File: src/rtl/wb_stage.sv
// Write-back stage: MEM/WB pipeline register, load-data alignment, register
// file write port, hazard-unit taps and a retired-instruction counter.
module wb_stage (
    input  logic        clk_i,
    input  logic        rst_i,
    input  logic        stall_i,
    input  logic        flush_i,
    input  logic        mem_valid_i,
    input  logic        mem_regwrite_i,
    input  logic        mem_memtoreg_i,
    input  logic [4:0]  mem_waddr_i,
    input  logic [31:0] mem_alu_result_i,
    input  logic [2:0]  mem_load_type_i,
    input  logic [1:0]  mem_addr_lo_i,
    input  logic [31:0] dram_rdata_i,
    output logic        rf_we_o,
    output logic [4:0]  rf_waddr_o,
    output logic [31:0] rf_wdata_o,
    output logic        wb_valid_o,
    output logic        wb_regwrite_o,
    output logic [4:0]  wb_waddr_o,
    output logic [31:0] retired_o
);

    localparam logic [2:0] LT_LB  = 3'b001;
    localparam logic [2:0] LT_LBU = 3'b010;
    localparam logic [2:0] LT_LH  = 3'b011;
    localparam logic [2:0] LT_LHU = 3'b100;

    logic        valid_p0;
    logic        regwrite_p0;
    logic        memtoreg_p0;
    logic [4:0]  waddr_p0;
    logic [31:0] alu_result_p0;
    logic [2:0]  load_type_p0;
    logic [1:0]  addr_lo_p0;
    logic        fresh_p0;
    logic [31:0] hold_p0;
    logic [31:0] retired_p0;
    logic [31:0] raw_word;

    function automatic logic [31:0] align_load(input logic [31:0] word,
                                               input logic [2:0]  ltype,
                                               input logic [1:0]  lo);
        logic signed [7:0]  lane_b;
        logic signed [15:0] lane_h;
        logic [31:0]        res;
        lane_b = word[{lo, 3'b000} +: 8];
        lane_h = lo[1] ? word[31:16] : word[15:0];
        case (ltype)
            LT_LB:   res = 32'(lane_b);
            LT_LBU:  res = {24'd0, lane_b};
            LT_LH:   res = 32'(lane_h);
            LT_LHU:  res = {16'd0, lane_h};
            default: res = word;
        endcase
        return res;
    endfunction

    // MEM -> WB boundary: entry register plus fresh/hold tracking of RAM data
    always_ff @(posedge clk_i) begin
        if (rst_i) begin
            valid_p0      <= 1'b0;
            regwrite_p0   <= 1'b0;
            memtoreg_p0   <= 1'b0;
            waddr_p0      <= 5'd0;
            alu_result_p0 <= 32'd0;
            load_type_p0  <= 3'd0;
            addr_lo_p0    <= 2'd0;
            fresh_p0      <= 1'b0;
            hold_p0       <= 32'd0;
        end else if (flush_i) begin
            valid_p0 <= 1'b0;
            fresh_p0 <= 1'b0;
        end else if (stall_i) begin
            fresh_p0 <= 1'b0;
            if (fresh_p0) begin
                hold_p0 <= dram_rdata_i;
            end
        end else begin
            valid_p0      <= mem_valid_i;
            regwrite_p0   <= mem_regwrite_i;
            memtoreg_p0   <= mem_memtoreg_i;
            waddr_p0      <= mem_waddr_i;
            alu_result_p0 <= mem_alu_result_i;
            load_type_p0  <= mem_load_type_i;
            addr_lo_p0    <= mem_addr_lo_i;
            fresh_p0      <= 1'b1;
        end
    end

    // An entry retires on the edge it leaves WB without being killed
    always_ff @(posedge clk_i) begin
        if (rst_i) begin
            retired_p0 <= 32'd0;
        end else if (valid_p0 && !stall_i && !flush_i) begin
            retired_p0 <= retired_p0 + 32'd1;
        end
    end

    assign raw_word      = fresh_p0 ? dram_rdata_i : hold_p0;
    assign rf_wdata_o    = memtoreg_p0 ? align_load(raw_word, load_type_p0, addr_lo_p0)
                                       : alu_result_p0;
    assign rf_we_o       = valid_p0 & regwrite_p0 & (waddr_p0 != 5'd0) & ~flush_i;
    assign rf_waddr_o    = waddr_p0;
    assign wb_waddr_o    = waddr_p0;
    assign wb_valid_o    = valid_p0;
    assign wb_regwrite_o = regwrite_p0;
    assign retired_o     = retired_p0;

endmodule

File: config.mk
export PLATFORM = sky130hd
export DESIGN_NAME = wb_stage
export DESIGN_NICKNAME = d
export VERILOG_FILES = /design/src/rtl/wb_stage.sv
export SDC_FILE = /design/constraint.sdc
export NUM_CORES = 1
export LEC_CHECK = 0
export BUFFER_PORTS_ARGS = -buffer_cell sky130_fd_sc_hd__buf_2
export CORE_UTILIZATION = 33
export DETAILED_ROUTE_END_ITERATION = 12
export MAX_ROUTING_LAYER = met4
export PLACE_DENSITY = 0.56
export SYNTH_ARGS = -nofsm -noshare
export SYNTH_HDL_FRONTEND = slang
export SYNTH_SLANG_ARGS = --single-unit
File: constraint.sdc
create_clock -name clk_i -period 5.4 [get_ports clk_i]
set_input_delay 0.27 -clock clk_i [delete_from_list [all_inputs] [get_ports clk_i]]
set_output_delay 0.27 -clock clk_i [all_outputs]
set_load 0.02 [all_outputs]
* Yosys cells after proc, flatten, opt, wreduce, memory -nomap -nowiden
Index checks and enable logic that the tools add are counted.
** Storage, ports and cells
- Input bits :: 81
- Output and inout bits :: 77
- Bits in registers :: 110
** Operators by class
- Equality and inequality tests :: 4
- Shift operators :: 1
- Reductions and logical operators :: 8
- Multiplexer cells :: 5
- Bitwise gates (word level) :: 5
- Add/sub/neg operators :: 1
** Operators by type and width (count)
- 32-bit one-hot mux with 4 select lines :: 1
- 32-bit two-way mux :: 2
- 32-bit by 1-bit adder with 32-bit output, second input constant :: 1
- 32-bit by 6-bit variable part select with 8-bit output :: 1
- 16-bit two-way mux :: 1
- 3-bit by 2-bit == test with 1-bit output, second input constant :: 2
- 5-bit nonzero test :: 1
- 2-bit AND reduction :: 2
- 1-bit bitwise AND :: 3
- 3-bit by 1-bit == test with 1-bit output, second input constant :: 1
- 3-bit == test, second input constant :: 1
- 1-bit logical AND :: 2
- 1-bit zero test :: 2
- 1-bit NOT :: 2
- 2-bit OR reduction :: 1
- 1-bit two-way mux :: 1

* Depth between registers and ports, before layout
- Depth in word-level cells :: 4
- Mapped depth :: 7
- Depth with buffers taken out :: 6

* Worst setup path before layout
No wires, ideal clock.
- Kind :: reg2out
- Start point :: reg fresh_p0
- End point :: out rf_wdata_o[10]
- Path slack :: 3.165 ns
- Cell stages (with the launch flop) :: 7
- Data required time :: 5.130 ns
- Path buffers :: 1
- Arrival time :: 1.965 ns
- Path through :: dfxtp_1 > buf_4 > mux2i_1 > mux4_2 > o41a_1 > and2_4 > a21oi_1
** Between the ends
- Word-level cells in the longest chain between the ends :: 4
- Elaborated cells on any way between the ends :: 5
- Those cells by class :: shift (1); mux (4)
** Ends and longest elaborated chain
- start: declaration :: RTL line 37 : logic fresh_p0;
- start signal: assignment :: RTL line 70 : fresh_p0 <= 1'b0;
- start signal: assignment :: RTL line 74 : fresh_p0 <= 1'b0;
- start signal: assignment :: RTL line 76 : fresh_p0 <= 1'b0;
- 32-bit two-way mux (*)
- 32-bit by 6-bit variable part select with 8-bit output / 16-bit two-way mux (equally long branches) :: RTL line 48, 49
- 32-bit one-hot mux with 4 select lines (*) :: RTL line 50 : case (ltype)
- 32-bit two-way mux (*) :: RTL line 102 : assign rf_wdata_o = memtoreg_p0 ? align_load(raw_word, load_type_p0, addr_lo_p0)
- end: declaration :: RTL line 18 : output logic [31:0] rf_wdata_o,
Every way passes the cells marked *; elsewhere a longest branch is shown, timed or not.

* Final worst setup path
- Start point :: reg fresh_p0
- End point :: out rf_wdata_o[18]
Same word-level chain as after synthesis.

==> flow_metrics.env <==
export IMPL_outcome="completed"
export IMPL_clock_sink_count=110
export IMPL_tritoncts="yes"
export IMPL_hold_path_startpoint="mem_memtoreg_i"
export IMPL_floorplan_initialDensity=0.340
export IMPL_yosysTopAreaCellShare=0.406
export IMPL_dp_cells=1015
export IMPL_fin_crit_ns=3.68
export IMPL_hold_slack_ns=0.144
export IMPL_drc_errors=0
export IMPL_finalCritPeriodShare=0.681
export IMPL_routed_wire_length_per_instance_microns=15.5
export IMPL_critical_path_peak_fanout=44
export IMPL_grt_max_degree=73
export IMPL_first_iter_violations=343
export IMPL_grt_setup_unrepaired="false"
export IMPL_multi_input_comb_area_sq_mm=0.00297
export IMPL_cts_htree_levels=3
export IMPL_critical_path_startpoint_type="flip-flop"
export IMPL_m1WireLength_microns=7600
export IMPL_yosys_area_share_simple=0.251
export IMPL_fillerInstances=1711
export IMPL_synth_xor_area_frac=0.0501
export IMPL_dieArea_sq_mm=0.0170
export IMPL_timing_max_transition_violations_final=0
export IMPL_globalRoute_totalOverflow=0
export IMPL_critical_path_endpoint_type="output pin"
export IMPL_fmaxAchievable_mhz=272
export IMPL_postSynthRegisterBits=110
export IMPL_worst_skew_pair_late_latency_ns=0.36
export IMPL_cts_reportedPaths_clkPinSlew_ns=0.07
export IMPL_number_of_antenna_violations_at_the_first_check_in_global_routing=4
export IMPL_capturing_point_of_the_worst_reg2reg_path="retired_o[31]$_SDFFE_PP0P_"
export IMPL_final_seq_area_sq_mm=0.00220
export IMPL_clk_root_buffer_cell="clkbuf_16"
export IMPL_compound_gate_fraction_of_synth_area=0.160
export IMPL_horizontal_die_dimension_microns=130
export IMPL_slew_limit_headroom=0.296
export IMPL_reg2reg_setup_slack_ns=3.01
export IMPL_yosys_warnings=0
export IMPL_top_layer_used="met4"
export IMPL_max_cap_viols=0
export IMPL_number_of_cells_on_the_worst_reg_to_reg_path=5
export IMPL_postCtsSetupRepairBufs=0
export IMPL_finalWeightedCongestion=0.886
export IMPL_first_global_vias=4533
export IMPL_grt_pass1_wl_microns=24600
export IMPL_cts_hold_fix_buffers=0
export IMPL_route_final_wire_length_microns=16100
export IMPL_worst_r2r_startpoint="wb_valid_o$_SDFFE_PP0N_"
export IMPL_clock_skew_ns=0.00640
export IMPL_antenna_violating_nets_post_route=0
export IMPL_final_setup_viol_count=0
export IMPL_synthAdderAreaFrac=0.00231
export IMPL_finalSetupTns_ns=0
export IMPL_dominantRegCellSynth="dfxtp_1"
export IMPL_synth_sequential_area_ratio=0.406
export IMPL_floorplan_io_pins=158
export IMPL_via_count=5230
export IMPL_main_combinational_cell_family_by_area_after_synthesis="simple AND/OR/NAND/NOR gates"
export IMPL_cts_repair_resized=0
export IMPL_timing_setup_critical_path_class="flip-flop to output pin"
export IMPL_finalHoldViolCount=0
export IMPL_met2_wirelength_microns=6970
export IMPL_detail_route_met3_wl_microns=1150
export IMPL_final_common_cell="buf_2"
export IMPL_drtPass1Iterations=5
export IMPL_area_growth_synth_to_final_pct=22.0
export IMPL_synth_edff_count=0
export IMPL_leakage_nw=2.64
export IMPL_post_synth_inst_count=692
export IMPL_number_of_vias_per_cell=5.05
export IMPL_syn_avg_cell_area_sq_um=7.84
export IMPL_most_used_cells_in_the_layout_excluding_fill_and_tap_cells="buf_2, nand2_1, dfxtp_1"
export IMPL_final_nets=892
export IMPL_synthesized_area_sq_mm=0.00542
export IMPL_least_margin_pin_slew_ns=1.05
export IMPL_min_path_type="input pin to flip-flop"
export IMPL_port_buffers=157
export IMPL_grtUsageTotal=0.196
export IMPL_numCtsBuffers=9
export IMPL_synth_net_count=774
export IMPL_whs_path_depth=3
export IMPL_floorplan_row_count=46
export IMPL_power_ir_vdd_worst_uv=131
export IMPL_synth_lib_cells_used_distinct=46
export IMPL_post_layout_nonfiller_instances=1035
export IMPL_fp_dieH_microns=130
export IMPL_muxShareOfSynthArea=0.0817
export IMPL_detailed_place_hpwl_microns=11500
export IMPL_p_per_area_mw_per_mm2=274
export IMPL_hold_path_endpoint="memtoreg_p0$_SDFFE_PP0P_"
export IMPL_coreArea_sq_mm=0.0159
export IMPL_critical_path_data_required_time_ns=5.13
export IMPL_critical_path_arrival_ns=3.41
export IMPL_async_reset_ff_frac=0
export IMPL_final_layout_size_suffix_gt1_frac=0.249
export IMPL_synth_area_leaders="dfxtp_1, nand2_1, a21oi_1"
export IMPL_synthDominantAreaCellType="dfxtp_1"
export IMPL_clk_path_buf_depth=2
## report_power, final
group	switching, mW	internal (mW)
Clock	0.311	0.421
Combinational	0.140	0.0855
Sequential	0.0252	0.833
## worst max-delay path: stages, from the launching register on
cell     delay, ns
dfxtp_2       1.00
mux2i_1       0.34
mux4_2        0.57
nor4b_4       0.76
a311o_1       0.20
buf_2         0.16
## worst max-delay path by stage
stage,end,start,cells past startpoint,slack (ns)
after global routing,rf_wdata_o[16],fresh_p0$_SDFF_PP0_,5,1.43
after floorplan,rf_wdata_o[10],fresh_p0$_SDFF_PP0_,6,3.16
final,rf_wdata_o[18],fresh_p0$_SDFF_PP0_,5,1.72
after global placement,rf_wdata_o[16],fresh_p0$_SDFF_PP0_,5,2.19
after CTS,rf_wdata_o[18],fresh_p0$_SDFF_PP0_,5,1.72
after detailed placement,rf_wdata_o[18],fresh_p0$_SDFF_PP0_,5,2.13
## registers in the layout, indices dropped and copies added, names as in the netlist
signal	flops
addr_lo_p0	2
wb_valid_o	1
memtoreg_p0	1
wb_regwrite_o	1
hold_p0	32
fresh_p0	1
rf_waddr_o	5
load_type_p0	3
alu_result_p0	32
retired_o	32
## layer usage
| metal | GRT usage | vias to the layer above |
|---|---|---|
| li1 | - | 2610 |
| met1 | 0.266 | 2433 |
| met2 | 0.277 | 168 |
| met3 | 0.0496 | 19 |
| met4 | 0.0759 | 0 |
| met5 | - | - |
## per-stage QoR
stage	utilization	power [mW]	instance area, sq um	setup WS (ns)
after floorplan	-	1.01	5420	3.16
after global placement	0.394	1.10	6280	2.19
after detailed placement	0.394	1.10	6280	2.13
after CTS	0.414	1.84	6610	1.72
after global routing	0.415	1.89	6620	1.43
final	0.415	1.82	6620	1.72
## cell families after synthesis
logic type,Yosys count
fa+ha+maj,1
simple gates,300
compound gates,150
flops,110
mux,40
buf+inv,60
xor+xnor,31
## synthesized netlist by cell type (2+ instances only)
cell      instances
xnor2_1          10
a21oi_1          80
a31oi_1           8
or2_2             2
and4_1            2
o21ai_0          24
nand2_1         150
buf_2             4
buf_1             3
and2_1            2
mux4_2            2
inv_1             6
a22oi_1           7
clkbuf_1         39
nand2b_1          9
a311o_1           7
nand4_1          16
xor2_1           21
a211oi_1         15
nor2b_1          13
nor3_1            6
mux2i_1          24
dfxtp_1         110
and3_1            4
buf_4             7
nand3_1           8
nor2_1           70
or3_1             3
nand3b_1          6
mux2_2           14
o22ai_1           5
## area by class of cell
class | count | area share
multi-input cells | 522 | 0.448
flip-flops and latches | 110 | 0.333
repair buffers | 161 | 0.124
well taps | 216 | 0.0408
clock buffers | 11 | 0.0367
clock inverters | 5 | 0.0123
inverters | 6 | 0.00340
diodes | 4 | 0.00151
(Power assumes the default switching activity.)
